===== src/rtl/alu_taylor_osc_seq.sv =====
// Phase-accumulator sequencer for the Taylor sin/cos ALU.
// Each sample strobe walks through all voices. An enabled voice has its phase
// reduced to one quadrant and sent to the ALU as a sin/cos request; the
// result comes back with its sign restored. A disabled voice emits 0.
// The voice's phase advances only after its sample is produced.
module alu_taylor_osc_seq #(
    parameter int N_VOICES = 4
) (
    input  logic                       clk,
    input  logic                       reset,
    input  logic                       sample_stb,
    input  logic [N_VOICES-1:0]        voice_en,
    input  logic [24*N_VOICES-1:0]     phase_inc_flat,
    output logic                       calc_do,
    output logic [2:0]                 calc_func_sel,
    output logic signed [17:0]         calc_x,
    input  logic                       calc_done,
    input  logic signed [17:0]         calc_result,
    output logic                       sample_valid,
    output logic signed [17:0]         sample_out,
    output logic [3:0]                 sample_idx,
    output logic                       frame_done,
    output logic                       busy,
    output logic                       overrun
);

    localparam int         VW     = (N_VOICES > 1) ? $clog2(N_VOICES) : 1;
    localparam logic [3:0] LAST_V = 4'(N_VOICES - 1);

    typedef enum logic [2:0] {
        S_IDLE,
        S_LOAD,
        S_ISSUE,
        S_WAIT,
        S_SKIP
    } state_t;

    // Map the quadrant-local phase bits to a Q2.16 angle in [0, pi/2).
    // 102943 is pi/2 in Q16; the 17-bit fraction is scaled and truncated.
    function automatic logic [17:0] reduce_angle(input logic [23:0] ph);
        logic [33:0] prod;
        prod = 34'(ph[21:5]) * 34'd102943;
        return {1'b0, prod[33:17]};
    endfunction

    // Two's-complement negate. The most negative code has no positive
    // counterpart, so it clamps to the largest positive value.
    function automatic logic signed [17:0] neg_sat(input logic signed [17:0] x);
        if (x == -18'sd131072)
            return 18'sd131071;
        else
            return -x;
    endfunction

    state_t             state_q, state_d;
    logic [3:0]         v_q, v_d;
    logic [23:0]        phase_acc_q [N_VOICES];
    logic [23:0]        phase_acc_d [N_VOICES];
    logic signed [17:0] calc_x_q, calc_x_d;
    logic [2:0]         func_q, func_d;
    logic               neg_q, neg_d;
    logic               sample_valid_q, sample_valid_d;
    logic signed [17:0] sample_out_q, sample_out_d;
    logic [3:0]         sample_idx_q, sample_idx_d;
    logic               frame_done_q, frame_done_d;
    logic               overrun_q, overrun_d;

    logic [VW-1:0]      vi;
    logic [23:0]        cur_phase;
    logic [23:0]        inc_sel;

    assign vi        = v_q[VW-1:0];
    assign cur_phase = phase_acc_q[vi];
    assign inc_sel   = phase_inc_flat[24*vi +: 24];

    // Next-state, voice bookkeeping and output register inputs.
    always_comb begin
        state_d        = state_q;
        v_d            = v_q;
        phase_acc_d    = phase_acc_q;
        calc_x_d       = calc_x_q;
        func_d         = func_q;
        neg_d          = neg_q;
        sample_valid_d = 1'b0;
        sample_out_d   = sample_out_q;
        sample_idx_d   = sample_idx_q;
        frame_done_d   = 1'b0;
        // The frame_done cycle is still part of the previous frame, so a
        // strobe there is rejected like any other strobe during a frame.
        overrun_d      = sample_stb && ((state_q != S_IDLE) || frame_done_q);

        case (state_q)
            S_IDLE: begin
                if (sample_stb && !frame_done_q) begin
                    v_d     = 4'd0;
                    state_d = S_LOAD;
                end
            end
            S_LOAD: begin
                if (!voice_en[vi]) begin
                    state_d = S_SKIP;
                end else begin
                    // Quadrants 1 and 3 use cosine; quadrants 2 and 3 are negated.
                    calc_x_d = reduce_angle(cur_phase);
                    func_d   = {2'b00, cur_phase[22]};
                    neg_d    = cur_phase[23];
                    state_d  = S_ISSUE;
                end
            end
            S_ISSUE: begin
                state_d = S_WAIT;
            end
            S_WAIT: begin
                if (calc_done) begin
                    sample_out_d    = neg_q ? neg_sat(calc_result) : calc_result;
                    sample_valid_d  = 1'b1;
                    sample_idx_d    = v_q;
                    phase_acc_d[vi] = cur_phase + inc_sel;
                    if (v_q == LAST_V) begin
                        frame_done_d = 1'b1;
                        state_d      = S_IDLE;
                    end else begin
                        v_d     = v_q + 4'd1;
                        state_d = S_LOAD;
                    end
                end
            end
            S_SKIP: begin
                sample_out_d   = '0;
                sample_valid_d = 1'b1;
                sample_idx_d   = v_q;
                if (v_q == LAST_V) begin
                    frame_done_d = 1'b1;
                    state_d      = S_IDLE;
                end else begin
                    v_d     = v_q + 4'd1;
                    state_d = S_LOAD;
                end
            end
            default: begin
                state_d = S_IDLE;
            end
        endcase
    end

    // State, phase accumulators and registered outputs.
    always_ff @(posedge clk) begin
        if (reset) begin
            state_q        <= S_IDLE;
            v_q            <= '0;
            for (int i = 0; i < N_VOICES; i++)
                phase_acc_q[i] <= '0;
            calc_x_q       <= '0;
            func_q         <= '0;
            neg_q          <= 1'b0;
            sample_valid_q <= 1'b0;
            sample_out_q   <= '0;
            sample_idx_q   <= '0;
            frame_done_q   <= 1'b0;
            overrun_q      <= 1'b0;
        end else begin
            state_q        <= state_d;
            v_q            <= v_d;
            phase_acc_q    <= phase_acc_d;
            calc_x_q       <= calc_x_d;
            func_q         <= func_d;
            neg_q          <= neg_d;
            sample_valid_q <= sample_valid_d;
            sample_out_q   <= sample_out_d;
            sample_idx_q   <= sample_idx_d;
            frame_done_q   <= frame_done_d;
            overrun_q      <= overrun_d;
        end
    end

    assign calc_do       = (state_q == S_ISSUE);
    assign busy          = (state_q != S_IDLE);
    assign calc_x        = calc_x_q;
    assign calc_func_sel = func_q;
    assign sample_valid  = sample_valid_q;
    assign sample_out    = sample_out_q;
    assign sample_idx    = sample_idx_q;
    assign frame_done    = frame_done_q;
    assign overrun       = overrun_q;

endmodule


===== config.mk =====
export PLATFORM = sky130hd
export DESIGN_NAME = alu_taylor_osc_seq
export DESIGN_NICKNAME = d
export VERILOG_FILES = /design/src/rtl/alu_taylor_osc_seq.sv
export SDC_FILE = /design/constraint.sdc
export NUM_CORES = 1
export LEC_CHECK = 0
export BUFFER_PORTS_ARGS = -buffer_cell sky130_fd_sc_hd__buf_4
export CAP_MARGIN = 15
export CORE_UTILIZATION = 40
export DETAILED_ROUTE_END_ITERATION = 10
export GPL_ROUTABILITY_DRIVEN = 0
export PLACE_DENSITY = 0.65
export SLEW_MARGIN = 40
export SYNTH_ARGS = -nofsm -noshare
export SYNTH_HDL_FRONTEND = slang
export SYNTH_SLANG_ARGS = --single-unit

===== constraint.sdc =====
create_clock -name clk -period 8.8 [get_ports clk]
set_clock_uncertainty 0.05 [all_clocks]
set_input_delay 0.88 -clock clk [delete_from_list [all_inputs] [get_ports clk]]
set_output_delay 0.88 -clock clk [all_outputs]
set_load 0.005 [all_outputs]

==> metrics.md <==
| Metric | Value |
|---|---|
| Run status | finished, final reports clean |
| Root Buffer | clkbuf_16 |
| Synth Register Bits | 147 |
| R2R Setup Slk | 1.70 ns |
| CTS resizes | 0 |
| Area post-placement | 0.01441 mm2 |
| Nets@finish | 1,927 |
| WL final | 33.60 mm |
| Period minus WS final | 7.097 ns |
| Final setup violation count | 0 |
| Worst Path Arrival | 7.38 ns |
| CP Data Required Time | 9.08 ns |
| Die area | 0.03285 mm2 |
| IO Port Bufs | 166 |
| Yosys top cell by area | dfxtp_1 |
| Total Power | 1.799 mW |
| Top-level port count | 170 |
| Reg clk slew, reported paths | 0.07 ns |
| Synth top area share | 22.90% |
| Slew @ Worst Pin | 0.7614 ns |
| Share of post-route cells with drive strength above 1 | 18.33% |
| R2R cell count | 22 |
| Number of buffers created by CTS | 17 |
| Largest net degree at the start of global routing | 99 |
| Gr ovfl total | 0 |
| Horiz. Die Dim | 181.3 um |
| Worst Setup SP | v_q[0] |
| FP Rows | 65 |
| # diodes | 0 |
| Crit end category | flip-flop |
| Total GRT Usage | 20.80% |
| Crit Reg-Reg Endpoint | calc_x[14] |
| DRT Pass-1 Iters | 5 |
| EDFF count, synth | 0 |
| Leakage dissipation | 7.063 nW |
| Final Hold Fails | 0 |
| First-pass GRT wire length | 54.79 mm |
| TNS Setup | 0 ns |
| Syn Area/Cell | 8.944 um2 |
| Max Fclk | 140.9 MHz |
| Synth top cells by count | 161 x a21oi_1, 157 x ha_1, 155 x nand2_1 |
| H-tree Lvls | 4 |
| Antenna viol nets, final | 0 |
| Distinct cells, synth | 62 |
| Slew margin rel. | 48.89% |
| Vias in the first global route | 10,691 |
| Routed vias | 10,792 |
| Main synth FF type | dfxtp_1 |
| Sequential-to-total area share from yosys stat | 22.90% |
| Core area | 0.03156 mm2 |
| DRC Markers | 0 |
| CTS tree | yes |
| Pwr dens | 119.9 mW/mm2 |
| Post-synthesis cell count | 1,437 |
| Max_cap viols | 0 |
| Chip height | 181.3 um |
| Iteration-0 DRC Markers | 737 |
| Largest cells by area after synthesis | dfxtp_1 23%, ha_1 15%, fa_1 13%, mux4_2 8.6%, a21oi_1 6.3% |
| Worst Setup EP | calc_x[14] |
| YS warnings | 0 |
| DR vias/cell | 5.453 |
| Synthesized cell area | 0.01285 mm2 |
| Fill cells | 3,037 |
| Post-CTS Setup Inserts | 0 |
| Final core occ | 47.57% |
| Critical Path Fanout Max | 27 |
| Peak VDD IR | 0.1365 mV |
| Post-route cell area | 0.01501 mm2 |
| Startpoint types | flip-flop |
| CTS Buffer Depth | 2 |
| Top-count cell post-synth | a21oi_1 |
| Fin crit share | 80.65% |
| CTS sink count | 147 |
| Synth-to-Final Area Change | 16.80% |
| Asr flop ratio synth | 0% |
| Setup CP Type | reg -> reg |
| Worst flop-to-flop path startpoint | v_q[0] |
| RSZ-0062 raised after global routing | false |
| HP Class | reg -> reg |
| Initial antenna violation count | 0 |
| Max Slew Vio Count | 0 |
| Routed wire per std cell | 16.98 um |
| CTS hold repair buffers | 0 |
| Hpwl dp | 25.17 mm |
| Worst-Skew Late Latency | 0.45 ns |
| Initial Util | 40.73% |
-- routing by layer --
layer	GRT usage (%)	vias up	part of all wire, %
met5	0	-	0
met4	4.610	0	1.0
met3	3.024	30	4.3
met2	36.23	263	50
met1	27.15	5255	44
li1	-	5244	-
-- power by group --
group	leakage (nW)	total, mW	internal (mW)	switching, mW
logic	5.58	0.349	0.151	0.198
registers	1.19	0.685	0.675	0.00996
clock network	0.292	0.765	0.434	0.332
total	7.06	1.80	1.26	0.540
-- cells by family after synthesis --
| group | after synthesis | synth area share (%) |
|---|---|---|
| buffers and inverters | 224 | 6.776 |
| and+or+nand+nor | 405 | 15.00 |
| other | 1 | 0.02918 |
| AOI/OAI and AO/OA | 320 | 14.85 |
| adders and majority gates | 241 | 28.37 |
| xor gates and xnor gates | 42 | 2.862 |
| DFF | 147 | 22.90 |
| muxes | 57 | 9.219 |
-- sequential cells by signal (all words and copies together) (netlist names) --
register,cells
sample_out,18
frame_done,1
overrun,1
sample_idx,4
neg_q,1
state_q,3
phase_acc_q,96
v_q,4
sample_valid,1
calc_x,17
calc_func_sel,1
-- area by class of cell --
cell class | instances | area, um2 | area share (%)
clock buffers | 18 | 439.2 | 2.925
well taps | 402 | 503.0 | 3.351
flip-flops and latches | 147 | 2948 | 19.64
repair buffers | 176 | 1325 | 8.826
inverters | 154 | 578.1 | 3.851
clock inverters | 14 | 163.9 | 1.092
multi-input cells | 1068 | 9055 | 60.32
-- worst min-delay path by stage --
stage	startpoint	end	slack, ns	depth (start not counted)
after CTS	phase_acc_q[36]	phase_acc_q[36]	0.40	2
after global placement	phase_acc_q[56]	phase_acc_q[56]	0.39	2
after global routing	calc_x[0]	calc_x[0]	0.42	2
final	phase_acc_q[36]	phase_acc_q[36]	0.40	2
after detailed placement	phase_acc_q[36]	phase_acc_q[36]	0.39	2
after floorplan	phase_acc_q[24]	phase_acc_q[24]	0.38	2
-- layout by cell type (no fill, tap or decap), types with 49 or more instances in the layout --
cell type    n
ha_1       157
a21oi_1    160
mux4_2      49
nor2_1      90
buf_4      175
o21ai_0     54
fa_1        84
dfxtp_1    145
inv_1      154
nand2_1    155
-- per-stage QoR --
step,cells,hold slack [ns],worst slack [ns]
floorplan,1439,0.3831,1.223
global placement,1947,0.3904,1.794
detailed placement,1947,0.3933,1.683
CTS,1979,0.4026,1.656
global route,1979,0.4160,1.158
finish,1979,0.4046,1.703
-- critical path, cell delays in order, from the launching register on --
cell and delay (ns):
dfxtp_4 0.46, buf_4 0.51, mux4_2 0.50, inv_1 0.21, fa_1 0.56, inv_1 0.05
fa_1 0.51, inv_1 0.06, fa_1 0.50, inv_1 0.05, fa_1 0.53, inv_1 0.06
fa_1 0.54, inv_1 0.05, ha_1 0.33, nand2_1 0.06, o21ai_0 0.30, o21ai_0 0.14
a21oi_1 0.53, o311a_1 0.31, o21ai_0 0.13, and3_1 0.20, o41ai_1 0.35
(Power assumes the default switching activity.)
